**config.mk**
```make
export PLATFORM = sky130hd
export DESIGN_NAME = sync_demux
export DESIGN_NICKNAME = d
export VERILOG_FILES = /design/src/rtl/sync_demux.sv
export SDC_FILE = /design/constraint.sdc
export NUM_CORES = 1
export LEC_CHECK = 0
export CELL_PAD_IN_SITES_DETAIL_PLACEMENT = 0
export CELL_PAD_IN_SITES_GLOBAL_PLACEMENT = 2
export CORE_MARGIN = 2
export CORE_UTILIZATION = 28
export CTS_CLUSTER_SIZE = 25
export DETAILED_ROUTE_END_ITERATION = 16
export HOLD_SLACK_MARGIN = 0.05
export PLACE_DENSITY = 0.83
export SYNTH_ARGS = -nofsm -noshare
export SYNTH_HDL_FRONTEND = slang
export SYNTH_SLANG_ARGS = --single-unit
```
**constraint.sdc**
```tcl
create_clock -name clk -period 1.9 [get_ports clk]
set_input_delay 0.475 -clock clk [delete_from_list [all_inputs] [get_ports clk]]
set_output_delay 0.475 -clock clk [all_outputs]
set_load 0.01 [all_outputs]
```
**src/rtl/sync_demux.sv**
```systemverilog
// rtl/sync_demux.sv - registered 1-to-2 demultiplexer with per-output holding slots
// Each output owns one valid/ready slot; addr steers a beat to y1, y2, both, or the drop counter.
module sync_demux #(
    parameter int W     = 8,
    parameter int CNT_W = 8
) (
    input  logic             clk,
    input  logic             clr,
    input  logic [W-1:0]     x,
    input  logic             x_valid,
    output logic             x_ready,
    input  logic [1:0]       addr,
    output logic [W-1:0]     y1,
    output logic             y1_valid,
    input  logic             y1_ready,
    output logic [W-1:0]     y2,
    output logic             y2_valid,
    input  logic             y2_ready,
    output logic [CNT_W-1:0] drop_cnt
);

    localparam logic [1:0] ADDR_Y1    = 2'd0;
    localparam logic [1:0] ADDR_Y2    = 2'd1;
    localparam logic [1:0] ADDR_BCAST = 2'd2;
    localparam logic [1:0] ADDR_DROP  = 2'd3;

    logic [W-1:0]     y1_q, y1_d;
    logic [W-1:0]     y2_q, y2_d;
    logic             y1_valid_q, y1_valid_d;
    logic             y2_valid_q, y2_valid_d;
    logic [CNT_W-1:0] drop_cnt_q, drop_cnt_d;

    logic free1, free2;
    logic route1, route2, route_drop;
    logic acc;

    assign free1      = !y1_valid_q || y1_ready;
    assign free2      = !y2_valid_q || y2_ready;
    assign route1     = (addr == ADDR_Y1) || (addr == ADDR_BCAST);
    assign route2     = (addr == ADDR_Y2) || (addr == ADDR_BCAST);
    assign route_drop = (addr == ADDR_DROP);

    // Broadcast demands both slots free so the two loads stay atomic.
    always_comb begin
        x_ready = 1'b0;
        if (!clr) begin
            case (addr)
                ADDR_Y1:    x_ready = free1;
                ADDR_Y2:    x_ready = free2;
                ADDR_BCAST: x_ready = free1 && free2;
                default:    x_ready = 1'b1;
            endcase
        end
    end

    assign acc = x_valid && x_ready;

    always_comb begin
        y1_d       = y1_q;
        y2_d       = y2_q;
        y1_valid_d = y1_valid_q;
        y2_valid_d = y2_valid_q;
        drop_cnt_d = drop_cnt_q;

        // A new load takes priority over a same-cycle drain, giving back-to-back flow.
        if (acc && route1) begin
            y1_d       = x;
            y1_valid_d = 1'b1;
        end else if (y1_valid_q && y1_ready) begin
            y1_valid_d = 1'b0;
        end

        if (acc && route2) begin
            y2_d       = x;
            y2_valid_d = 1'b1;
        end else if (y2_valid_q && y2_ready) begin
            y2_valid_d = 1'b0;
        end

        if (acc && route_drop && (drop_cnt_q != {CNT_W{1'b1}})) begin
            drop_cnt_d = drop_cnt_q + 1'b1;
        end
    end

    always_ff @(posedge clk or posedge clr) begin
        if (clr) begin
            y1_q       <= '0;
            y2_q       <= '0;
            y1_valid_q <= 1'b0;
            y2_valid_q <= 1'b0;
            drop_cnt_q <= '0;
        end else begin
            y1_q       <= y1_d;
            y2_q       <= y2_d;
            y1_valid_q <= y1_valid_d;
            y2_valid_q <= y2_valid_d;
            drop_cnt_q <= drop_cnt_d;
        end
    end

    assign y1       = y1_q;
    assign y2       = y2_q;
    assign y1_valid = y1_valid_q;
    assign y2_valid = y2_valid_q;
    assign drop_cnt = drop_cnt_q;

endmodule
```
==> flow_metrics.env <==
export IMPL_run_status="complete, no violations"
export IMPL_avgRoutedWirePerCell_um=14.2
export IMPL_crit_path_start="y2_ready"
export IMPL_diodes=0
export IMPL_grt_pass1_vias=1056
export IMPL_power_leakage_nw=0.862
export IMPL_p_int_mw=1.38
export IMPL_cp_start_kind="input pin"
export IMPL_via_count=959
export IMPL_clock_skew_ps=9.95
export IMPL_r2r_end="y1[4]"
export IMPL_period_needed_ps=1880
export IMPL_clockBufferDepth=2
export IMPL_numPortBuffers=41
export IMPL_critPathArrivalTime_ps=1410
export IMPL_synth_top_area_cell="dfrtp_1"
export IMPL_pwr_share_seq=0.418
export IMPL_drv_cap=0
export IMPL_holdWs_ps=412
export IMPL_fin_cells=208
export IMPL_rsz0062_at_grt="true"
export IMPL_finalSetupViolations=0
export IMPL_antenna_found_initial=0
export IMPL_syn_inst=92
export IMPL_first_iter_violations=22
export IMPL_clk_pin_slew_ps=100
export IMPL_grt_pass1_wl_um=4800
export IMPL_placed_area_um2=1860
export IMPL_dp_slack_ps=-881
export IMPL_powerDensity_nw_per_um2=976
export IMPL_ant_nets=0
export IMPL_syn_to_final_growth_pct=59.6
export IMPL_avgSynthCellArea_um2=13.3
export IMPL_crit_end="x_ready"
export IMPL_combinationalPowerShare=0.341
export IMPL_timing_final_ws_setup_ps=18.1
export IMPL_cts_tree="built"
export IMPL_grt_usage=0.123
export IMPL_fillerInstances=415
export IMPL_synth_area_um2=1220
export IMPL_post_cts_buffers=0
export IMPL_nets=177
export IMPL_dp_cells=204
export IMPL_reg2reg_depth=6
export IMPL_p_clk_frac=0.241
export IMPL_fp_row_count=24
export IMPL_clk_latency_ps=270
export IMPL_drv_slew=0
export IMPL_hp_class="in2async"
export IMPL_vdd_drop_max_mv=0.439
export IMPL_grt_max_degree=17
export IMPL_drive_gt1_frac=0.378
export IMPL_finalCritPeriodShare=0.990
export IMPL_grt_overflow_total=0
export IMPL_cts_root_buf="clkbuf_8"
export IMPL_synth_top_area_frac=0.532
export IMPL_required_ps=1420
export IMPL_power_mw=1.90
export IMPL_switching_share=0.274
export IMPL_maxSlewHeadroom=0.803
export IMPL_synthTopCellsByArea="dfrtp_1 (53%), mux2_2 (17%), ha_1 (5.1%)"
export IMPL_gp_congestion=0.816
export IMPL_route_detailed_drc=0
export IMPL_numCtsBuffers=3
export IMPL_io_pin_count=42
export IMPL_ys_warn_count=0
export IMPL_htree_num_levels=1
export IMPL_first_pass_iters=4
export IMPL_endpoint_kind="primary output"
export IMPL_initial_core_util=0.287
export IMPL_synth_edf_count=0
export IMPL_p_sw_mw=0.521
export IMPL_reg2reg_setup_slack_ps=230
export IMPL_synthesis_nets=112
export IMPL_design_area_um2=1950
export IMPL_dp_hpwl_um=2220
export IMPL_ys_seq_elements=26
export IMPL_reg2reg_from="y1_valid"
export IMPL_fp_dieH_um=70.1
export IMPL_wirelength_um=2950
export IMPL_routed_via_density=4.61
export IMPL_ys_seq_area_frac=0.532
export IMPL_cts_sinks=26
export IMPL_critPathKind="in2out"
export IMPL_clock_fmax_ghz=0.531
export IMPL_postSynth_asyncResetShare=1.00
export IMPL_synthFlopType="dfrtp_1"
export IMPL_tightestPinTransition_ps=295
export IMPL_critPathMaxFanout=2
export IMPL_coreArea_um2=4260
export IMPL_die_w_um=70.1
export IMPL_die_area_um2=4910
export IMPL_hold_viol_final=0
export IMPL_ys_types=27
==> power by group through the flow <==
stage | Sequential (mW) | Clock (mW) | Combinational (mW)
floorplan | 0.853 | 0 | 0.187
global placement | 0.795 | 0 | 0.642
detailed placement | 0.803 | 0 | 0.648
CTS | 0.798 | 0.473 | 0.654
global route | 0.815 | 0.488 | 0.697
finish | 0.795 | 0.459 | 0.650
==> worst min path at each step <==
stage | startpoint | depth (start not counted) | slack [ps] | to
5_1_grt | clr | 3 | 420 | y1[0]
3_3_place_gp | y2[4] | 1 | 490 | y2[4]
6_report | clr | 3 | 410 | y1[5]
2_1_floorplan | clr | 1 | 370 | drop_cnt[0]
3_5_place_dp | y1[5] | 1 | 500 | y1[5]
4_1_cts | clr | 3 | 420 | y1[5]
==> layer usage <==
metal,up-vias,track usage,part of all wire
met4,0,0.0491,0.019
met5,-,0,0
met1,464,0.139,0.39
met3,6,0.0433,0.082
met2,33,0.210,0.50
li1,456,-,-
==> state kept, by name (all words and copies together), names as in the netlist <==
register and count:
y1 8, y2_valid 1, drop_cnt 8, y1_valid 1, y2 8
==> through the flow <==
stage | utilization | setup TNS, ps
floorplan | - | 0
global placement | 0.435 | -10590
detailed placement | 0.435 | -12180
CTS | 0.455 | 0
global route | 0.457 | -12.2
finish | 0.457 | 0
==> cells in the final DEF, fill, tap and decap left out, drive strengths merged, types with 2 or more instances in the layout <==
cell type and n:
ha 5, nand2 8, clkdlybuf4s50 35, clkbuf 3
and3 5, mux2 19, nor2 4, dfrtp 26
a21oi 2, inv 2, xnor2 2, dlygate4sd2 2
nand3 3, nand2b 2, nand4 2, buf 22
==> synthesized netlist by cell type, drive strengths merged (2+ instances only) <==
cell type,n
nand3,3
xnor2,2
nand4,2
a21oi,2
nor2,4
inv,3
dfrtp,26
mux2,19
ha,5
nand2b,2
nand2,8
and3,5
==> logic make-up after synthesis <==
family,Yosys count,synth area share
AOI/OAI and AO/OA,7,0.0635
xor gates and xnor gates,3,0.0215
adders and majority gates,5,0.0512
buffers and inverters,3,0.00921
DFF,26,0.532
muxes,19,0.178
and+or+nand+nor,29,0.144
==> area by class of cell <==
| cell class | count | area, um^2 | share of cell area |
|---|---|---|---|
| clock inverter | 1 | 30.0 | 0.0154 |
| sequential | 26 | 651 | 0.334 |
| tap | 52 | 65.1 | 0.0334 |
| clock buffer | 3 | 41.3 | 0.0212 |
| timing repair buffer | 60 | 554 | 0.284 |
| multi-input combinational | 63 | 594 | 0.305 |
| inverter | 3 | 15.0 | 0.00770 |
==> worst max-delay path, cell delays in order <==
cell and delay (ps):
dlygate4sd2_1 230, nand2b_4 140, a211o_4 300, and3_4 150
buf_6 110
==> repair_timing <==
item                       in CTS  in global routing
setup endpoints to repair      19                  1
resized for setup              23                  2
hold buffers                    0                  0
pin swaps                       3                  1
(Power assumes the default switching activity.)
